**config.mk**
```make
export PLATFORM = sky130hd
export DESIGN_NAME = imem_loader_flat
export DESIGN_NICKNAME = d
export VERILOG_FILES = /design/src/rtl/imem_loader_if.sv /design/src/rtl/imem_loader.sv /design/src/flat_wrapper.sv
export SDC_FILE = /design/constraint.sdc
export NUM_CORES = 1
export LEC_CHECK = 0
export CAP_MARGIN = 40
export CORE_ASPECT_RATIO = 1.2
export CORE_MARGIN = 2
export CORE_UTILIZATION = 60
export CTS_CLUSTER_SIZE = 12
export DETAILED_ROUTE_END_ITERATION = 12
export PLACE_DENSITY = 0.83
export SYNTH_ARGS = -nofsm -noshare
export SYNTH_HDL_FRONTEND = slang
export SYNTH_SLANG_ARGS = --single-unit
```
**constraint.sdc**
```tcl
create_clock -name clk -period 8.05 [get_ports clk]
set_input_delay 1.61 -clock clk [delete_from_list [all_inputs] [get_ports clk]]
set_output_delay 1.61 -clock clk [all_outputs]
set_load 0.02 [all_outputs]
```
**src/rtl/imem_loader_if.sv**
```systemverilog
// Host-pin and core-fetch signal bundle for the instruction memory loader.
// master = host/core side, slave = loader.
`timescale 1ns/1ps
interface imem_loader_if #(
    parameter int AW = 4
);
    logic          load_en;
    logic          byte_strb;
    logic [7:0]    byte_in;
    logic [AW-1:0] fetch_addr;
    logic [31:0]   fetch_instr;
    logic          core_run;
    logic [AW:0]   prog_len;
    logic          overflow;
    logic          busy;

    modport master (
        output load_en, byte_strb, byte_in, fetch_addr,
        input  fetch_instr, core_run, prog_len, overflow, busy
    );

    modport slave (
        input  load_en, byte_strb, byte_in, fetch_addr,
        output fetch_instr, core_run, prog_len, overflow, busy
    );
endinterface

```
**src/rtl/imem_loader.sv**
```systemverilog
// Byte-wide program loader feeding a DEPTH-word instruction memory; holds the
// core stalled until a program has been loaded, then serves fetches combinationally.
`timescale 1ns/1ps
module imem_loader #(
    parameter int          DEPTH       = 16,
    parameter int          AW          = 4,
    parameter int          SYNC_STAGES = 2,
    parameter logic [31:0] NOP_INSTR   = 32'h0000_0013
) (
    input  logic         clk,
    input  logic         rst_n,
    imem_loader_if.slave ldr
);
    typedef enum logic [1:0] {
        ST_IDLE = 2'd0,
        ST_LOAD = 2'd1,
        ST_RUN  = 2'd2
    } state_e;

    localparam logic [AW:0] FULL_LEN = (AW+1)'(DEPTH);
    localparam logic [AW:0] ONE_LEN  = {{AW{1'b0}}, 1'b1};

    state_e                 state_q, state_d;
    logic [SYNC_STAGES-1:0] load_sync_q, strb_sync_q;
    logic                   strb_prev_q;
    logic [1:0]             byte_cnt_q, byte_cnt_d;
    logic [23:0]            hold_q, hold_d;
    logic [AW:0]            wr_ptr_q, wr_ptr_d;
    logic [AW:0]            prog_len_q, prog_len_d;
    logic                   overflow_q, overflow_d;
    logic [31:0]            mem_q [DEPTH];

    logic                   load_s;
    logic                   strb_s;
    logic                   strb_evt_s;
    logic                   full_s;
    logic                   mem_we_s;
    logic [31:0]            mem_wdata_s;
    logic                   fetch_hit_s;

    assign load_s     = load_sync_q[SYNC_STAGES-1];
    assign strb_s     = strb_sync_q[SYNC_STAGES-1];
    assign strb_evt_s = strb_s & ~strb_prev_q;
    assign full_s     = (prog_len_q == FULL_LEN);

    // Synchronise the asynchronous host pins and remember the last synced strobe.
    always_ff @(posedge clk) begin
        if (!rst_n) begin
            load_sync_q <= '0;
            strb_sync_q <= '0;
            strb_prev_q <= 1'b0;
        end else begin
            load_sync_q <= {load_sync_q[SYNC_STAGES-2:0], ldr.load_en};
            strb_sync_q <= {strb_sync_q[SYNC_STAGES-2:0], ldr.byte_strb};
            strb_prev_q <= strb_s;
        end
    end

    // Next-state logic: mode transitions plus little-endian word assembly.
    always_comb begin
        state_d     = state_q;
        byte_cnt_d  = byte_cnt_q;
        hold_d      = hold_q;
        wr_ptr_d    = wr_ptr_q;
        prog_len_d  = prog_len_q;
        overflow_d  = overflow_q;
        mem_we_s    = 1'b0;
        mem_wdata_s = {ldr.byte_in, hold_q};
        case (state_q)
            ST_IDLE: begin
                if (load_s) begin
                    state_d    = ST_LOAD;
                    byte_cnt_d = 2'd0;
                    hold_d     = 24'd0;
                    wr_ptr_d   = '0;
                    prog_len_d = '0;
                    overflow_d = 1'b0;
                end else begin
                    state_d = ST_IDLE;
                end
            end
            ST_LOAD: begin
                // Leaving LOAD wins over a coincident strobe; partial words are dropped.
                if (!load_s) begin
                    state_d    = ST_RUN;
                    byte_cnt_d = 2'd0;
                end else if (strb_evt_s) begin
                    if (full_s) begin
                        overflow_d = 1'b1;
                    end else if (byte_cnt_q == 2'd3) begin
                        mem_we_s   = 1'b1;
                        wr_ptr_d   = wr_ptr_q + ONE_LEN;
                        prog_len_d = prog_len_q + ONE_LEN;
                        byte_cnt_d = 2'd0;
                    end else begin
                        hold_d[{byte_cnt_q, 3'b000} +: 8] = ldr.byte_in;
                        byte_cnt_d = byte_cnt_q + 2'd1;
                    end
                end else begin
                    state_d = ST_LOAD;
                end
            end
            ST_RUN: begin
                if (load_s) begin
                    state_d    = ST_LOAD;
                    byte_cnt_d = 2'd0;
                    hold_d     = 24'd0;
                    wr_ptr_d   = '0;
                    prog_len_d = '0;
                    overflow_d = 1'b0;
                end else begin
                    state_d = ST_RUN;
                end
            end
            default: begin
                state_d = ST_IDLE;
            end
        endcase
    end

    // Control and assembly registers.
    always_ff @(posedge clk) begin
        if (!rst_n) begin
            state_q    <= ST_IDLE;
            byte_cnt_q <= 2'd0;
            hold_q     <= 24'd0;
            wr_ptr_q   <= '0;
            prog_len_q <= '0;
            overflow_q <= 1'b0;
        end else begin
            state_q    <= state_d;
            byte_cnt_q <= byte_cnt_d;
            hold_q     <= hold_d;
            wr_ptr_q   <= wr_ptr_d;
            prog_len_q <= prog_len_d;
            overflow_q <= overflow_d;
        end
    end

    // Instruction storage; contents are deliberately left unreset.
    always_ff @(posedge clk) begin
        if (rst_n && mem_we_s) begin
            mem_q[wr_ptr_q[AW-1:0]] <= mem_wdata_s;
        end
    end

    assign fetch_hit_s = (state_q == ST_RUN) && ({1'b0, ldr.fetch_addr} < prog_len_q);

    assign ldr.fetch_instr = fetch_hit_s ? mem_q[ldr.fetch_addr] : NOP_INSTR;
    assign ldr.core_run    = (state_q == ST_RUN);
    assign ldr.busy        = (state_q == ST_LOAD);
    assign ldr.prog_len    = prog_len_q;
    assign ldr.overflow    = overflow_q;
endmodule

```
**src/flat_wrapper.sv**
```systemverilog
// flat-port wrapper written by rule: the top's interface ports become plain ports
module imem_loader_flat 
#(
    parameter int          DEPTH       = 16,
    parameter int          AW          = 4,
    parameter int          SYNC_STAGES = 2,
    parameter logic [31:0] NOP_INSTR   = 32'h0000_0013
)
  (clk, rst_n, ldr_load_en, ldr_byte_strb, ldr_byte_in, ldr_fetch_addr, ldr_fetch_instr, ldr_core_run, ldr_prog_len, ldr_overflow, ldr_busy);
  imem_loader_if #(.AW(AW)) ldr_i ();
  input  logic clk;
  input  logic rst_n;
  input wire logic [$bits(ldr_i.load_en)-1:0] ldr_load_en;
  input wire logic [$bits(ldr_i.byte_strb)-1:0] ldr_byte_strb;
  input wire logic [$bits(ldr_i.byte_in)-1:0] ldr_byte_in;
  input wire logic [$bits(ldr_i.fetch_addr)-1:0] ldr_fetch_addr;
  output wire logic [$bits(ldr_i.fetch_instr)-1:0] ldr_fetch_instr;
  output wire logic [$bits(ldr_i.core_run)-1:0] ldr_core_run;
  output wire logic [$bits(ldr_i.prog_len)-1:0] ldr_prog_len;
  output wire logic [$bits(ldr_i.overflow)-1:0] ldr_overflow;
  output wire logic [$bits(ldr_i.busy)-1:0] ldr_busy;
  assign ldr_i.load_en = ldr_load_en;
  assign ldr_i.byte_strb = ldr_byte_strb;
  assign ldr_i.byte_in = ldr_byte_in;
  assign ldr_i.fetch_addr = ldr_fetch_addr;
  assign ldr_fetch_instr = ldr_i.fetch_instr;
  assign ldr_core_run = ldr_i.core_run;
  assign ldr_prog_len = ldr_i.prog_len;
  assign ldr_overflow = ldr_i.overflow;
  assign ldr_busy = ldr_i.busy;
  imem_loader #(.DEPTH(DEPTH), .AW(AW), .SYNC_STAGES(SYNC_STAGES), .NOP_INSTR(NOP_INSTR)) u_core (.clk(clk), .rst_n(rst_n), .ldr(ldr_i));
endmodule
```
* Word-level counts from Yosys, hierarchy flattened
Memory sizes are Yosys's and may differ from the RTL's.
Cells that the tools add are included.
Widths: inputs -> output; s select.
** Operators by class
- $add $sub $neg :: 4
- Multiply operators :: 0
- Divide/modulo/power cells :: 0
- Order comparisons :: 1
- Eq/ne operators :: 14
- Shifts and indexed selects :: 2
- Muxes and demuxes :: 42
- Bitwise operators :: 2
- Reduce and logical (&&, ||, !) cells :: 9
** Operator list (number)
- $mux 24 :: 5
- $pmux 24 s2 :: 1
- $mux 5 :: 9
- $mux 32 :: 1
- $bwmux 24 :: 1
- $shift 8x7->24 const A :: 1
- $shiftx 8x7->24 :: 1
- $pmux 5 s2 :: 2
- $mux 2 :: 8
- $mux 1 :: 12
- $reduce_and 6->1 :: 2
- $add 5x1->5 const B :: 2
- $ne 2x1->1 const B :: 5
- $ne 3x3->1 const B :: 3
- $neg 5->7 :: 1
- $pmux 2 s3 :: 1
- $eq 5x5->1 const B :: 1
- $lt 4x5->1 :: 1
- $reduce_and 5->1 :: 1
- $eq 2x2->1 const B :: 2
- $ne 2x2->1 const B :: 2
- $pmux 2 s2 :: 1
- $reduce_and 4->1 :: 1
- $add 2x1->2 const B :: 1
- other kinds (8) :: 9
** Word-level totals
- Bits in registers :: 44
- Latch bits :: 0
- Bits in writable memories :: 512
- Memory bits (read-only) :: 0
- Input bits :: 16
- Word-level logic and storage cells :: 84
- Memories :: 1
** Memories
- u_core.mem_q :: depth 16, bits a word 32, read ports 1, clocked after memory_dff 0, wr ports 1, RTL line imem_loader.sv:31 : logic [31:0] mem_q [DEPTH];

* Longest topological paths before layout
- Depth in word-level cells :: 9
- Mapped depth :: 8
- Mapped depth without buffers :: 7

* Least setup slack after synthesis
OpenSTA, ideal clock, no wires.
- Kind :: input-to-reg
- From :: input rst_n
- To :: memory u_core.mem_q[1][0], enable pin
- Setup time :: 0.461 ns
- Data arrival time :: 4.619 ns
- Required time :: 7.589 ns
- Path slack :: 2.970 ns
- Cell stages on the path :: 5
- Path buffers :: 1
- Cells stage by stage :: clkbuf_1 -> nand2_1 -> nor3_1 -> nand2_1 -> nor3_1
** On the way
- Word-level cells in the longest chain between the ends :: 3
** Ends and longest elaborated chain
- from (decl) :: RTL line flat_wrapper.sv:12 : input logic rst_n;
- $logic_and 1x1->1 :: RTL line imem_loader.sv:142 : if (rst_n && mem_we_s) begin
- $mux 1 :: RTL line imem_loader.sv:142
- $mux 1 (implied by the code) :: RTL line imem_loader.sv:143 : mem_q[wr_ptr_q[AW-1:0]] <= mem_wdata_s;
- to (decl) :: RTL line imem_loader.sv:31
Every way passes these cells.

* Final worst setup path
- From :: input ldr_fetch_addr[1]
- To :: output ldr_fetch_instr[4]
** On the way
- Word-level cells in the longest chain between the ends :: 3
- Elaborated cells on any way between the ends :: 4
- Classes of those cells :: order compare (1); mux (1); reduce/logical (1); memory (1)
** Ends and longest elaborated chain
- from (decl) :: RTL line flat_wrapper.sv:16 : input wire logic [$bits(ldr_i.fetch_addr)-1:0] ldr_fetch_addr;
- $lt 4x5->1 :: RTL line imem_loader.sv:147 : assign fetch_hit_s = (state_q == ST_RUN) && ({1'b0, ldr.fetch_addr} < prog_len_q);
- $logic_and 1x1->1 :: RTL line imem_loader.sv:147
- $mux 32 (*) :: RTL line imem_loader.sv:149 : assign ldr.fetch_instr = fetch_hit_s ? mem_q[ldr.fetch_addr] : NOP_INSTR;
- to (decl) :: RTL line flat_wrapper.sv:17 : output wire logic [$bits(ldr_i.fetch_instr)-1:0] ldr_fetch_instr;
Every way passes the cells marked *; elsewhere a longest branch is shown, timed or not.

==> impl_results.md <==
* Vias in the first global route at 11.41k
* Worst path required time at 6.44 ns
* Area contributors post-synth: edfxtp_1, mux4_2, dfxtp_1
* Worst Tran Pin Value at 0.8868 ns
* Antenna-violating nets left at 0
* Setup TNS at 0 ns
* Register area share after synthesis at 75.65%
* Leakage Power at 0.007963 µW
* Post-synth top cells: edfxtp_1, mux4_2, a22oi_1
* Worst-path cell chain: clkdlybuf4s50_1 > ha_1 > a21o_1 > a21oi_1 > o221ai_4 > buf_4 > nand3b_1 > clkdlybuf4s50_1
* Post-CTS setup buffer count at 0
* Main synth FF type: edfxtp_1
* Number of flops mapped to enable cells by yosys at 512
* Die H at 211.2 µm
* Aggregate global-route resource usage at 26.79%
* HPWL Detailed at 25180 µm
* Row cnt at 75
* DRC viols at 0
* Post-CTS Resized at 0
* Post-synth cell types at 50
* Slowest cell on crit path: clkdlybuf4s50_1
* Syn nets at 1083
* Worst-Skew Late Latency at 0.57 ns
* Top-count cell post-synth: edfxtp_1
* DIE WIDTH at 176.6 µm
* Worst Hold Depth at 1
* FMAX at 0.1552 GHz
* Cts hold-fix bufs at 0
* Setup Skew at 0.02295 ns
* Startpoint types: input port
* WP buf/inv at 3
* Syn-to-layout area delta at 13.07%
* RSZ-0062 raised after global routing: false
* H-tree Lvls at 2
* DRT Wirelength at 48430 µm
* Most used cell, CP: clkdlybuf4s50_1
* Routed len/inst at 29.58 µm
* Yosys warnings at 0
* Final #Nets at 1166
* CTS tree: yes
* Min-Delay Startpoint: u_core.strb_sync_q[0]
* Syn avg cell area at 20.46 µm²
* Asr flop ratio synth at 0%
* Total core area at 35100 µm²
* WHS Endpoint: u_core.strb_sync_q[1]
* Vias per cell at 6.737
* Top delay family on crit path: buffers and inverters
* Outcome: completed
* Worst path max stage delay at 0.71 ns
* Reg2reg setup slack at 4.42 ns
* Gpl congestion at 0.8532
* Power per Cell Area at 227.2 nW/µm²
* Fin worst setup slack at 1.608 ns
* Multi-input gate area at 5045 µm²
* Initial Utilization at 61.15%
* Largest net degree at the start of global routing at 102
* CTS buffer count at 52
* Final Critical Period at 6.442 ns
* PortBufs at 55
* Largest buffer count on any clock path at 3
* Vias at 11.03k
* # fillers at 2075
* Max-cap viol count at 0
* Grt ovf at 0
* Max IR drop VDD at 226.8 µV
* 1st-pass router iterations at 6
* Dpl ws at 1.705 ns
* Setup crit end kind: primary output
* Worst r2r src: u_core.state_q[0]
* Mapped Area at 21460 µm²
* Mapped Cells at 1049
* FF-to-FF End: u_core.mem_q[0][13]
* CP max FO at 17
* Fin. max-slew vios at 0
* Initial antenna violation count at 1
* Synth top area share at 71.64%
* Synth Register Bits at 555
* First-pass GRT wire length at 72580 µm
* Sequential Area at 16240 µm²
* Clock Pin Slew Worst Setup and Hold Paths at 0.06 ns
* Root buffer cell: clkbuf_16
* Post-route clock period utilization at 80.03%
* Reg2Reg Depth at 7
* Final setup fails at 0
* Sinks on Clock Net at 555
* Layout cells sized above 1 at 21.04%
* Die area at 37300 µm²
* 1st-iter DRT viols at 1400
* Relative slew slack at 40.69%
* Final Hold Viols at 0
* Top Ports at 56
* Kind of critical path: in2out
* Data arrival, critical path at 4.83 ns
* HP Class: reg2reg
* Leading area contributor after synthesis: edfxtp_1
## cell usage in the layout (no fill, tap or decap), types with 13 or more instances in the layout
cell / netlist / routed
a21oi_1: 36 / 36
a22oi_1: 62 / 62
buf_4: 14 / 25
clkbuf_1: 21 / 41
clkbuf_16: 0 / 53
clkdlybuf4s50_1: 0 / 53
dfxtp_1: 43 / 43
edfxtp_1: 512 / 512
ha_1: 18 / 18
mux2i_1: 21 / 21
mux4_2: 127 / 127
nand2_1: 46 / 46
nor2_4: 0 / 13
## per-stage QoR
| stage | hold WS [ns] | cell area (µm²) | util (%) | power, µW | cells |
|---|---|---|---|---|---|
| floorplan | 0.4119 | 21460 | - | 3287 | 1049 |
| global placement | 0.4211 | 22650 | 64.54 | 3336 | 1534 |
| detailed placement | 0.4219 | 22770 | 64.87 | 3345 | 1540 |
| CTS | 0.4352 | 24260 | 69.13 | 5525 | 1636 |
| global route | 0.4628 | 24260 | 69.13 | 5638 | 1636 |
| finish | 0.4379 | 24270 | 69.14 | 5512 | 1637 |
## registers in the layout, indices dropped and copies added (netlist names)
signal	flops
u_core.byte_cnt_q	2
u_core.hold_q	24
u_core.load_sync_q	2
u_core.mem_q	512
u_core.strb_prev_q	1
u_core.state_q	2
u_core.wr_ptr_q	4
u_core.strb_sync_q	2
u_core.ldr.prog_len	5
u_core.ldr.overflow	1
## logic make-up (layout without fill, tap and decap cells)
logic type,Yosys count,count (layout),synth area share [%]
AO/OA/AOI/OAI,131,131,4.361
adder cells (fa/ha/maj),18,18,1.049
buffers and inverters,69,194,1.545
flip-flops,555,555,75.65
multiplexers,148,148,14.31
other,0,1,0
AND/OR/NAND/NOR,128,128,3.084
## routing by layer
metal | vias up | global-route usage [%] | routed length [µm]
li1 | 4501 | - | -
met1 | 5662 | 36.73 | 18080
met2 | 732 | 42.90 | 24150
met3 | 133 | 6.066 | 4535
met4 | 0 | 9.832 | 1661
met5 | - | 0 | 0
## layout make-up
class                   count  area share [%]
clock inverters             1         0.01547
repair buffers             85           3.537
flip-flops and latches    555           66.91
well taps                 462           2.382
inverters                  13          0.2011
diodes                      1         0.01031
clock buffers              95           6.157
multi-input cells         425           20.79
## how the worst max path moves through the flow
stage,start,to,cells after the start
2_1_floorplan,rst_n,u_core.mem_q[1][0],5
3_3_place_gp,ldr_fetch_addr[1],ldr_fetch_instr[1],8
3_5_place_dp,ldr_fetch_addr[1],ldr_fetch_instr[4],8
4_1_cts,ldr_fetch_addr[1],ldr_fetch_instr[4],8
5_1_grt,ldr_fetch_addr[1],ldr_fetch_instr[4],8
6_report,ldr_fetch_addr[1],ldr_fetch_instr[4],8
## where the power goes
part | leakage, µW | switching [µW] | internal [µW]
sequential | 0.00542 | 3.52 | 3110
clock | 0.000710 | 988 | 1240
combinational | 0.00184 | 101 | 65.8
total | 0.00796 | 1090 | 4420
Note: power is estimated with default switching activity, not from simulation.
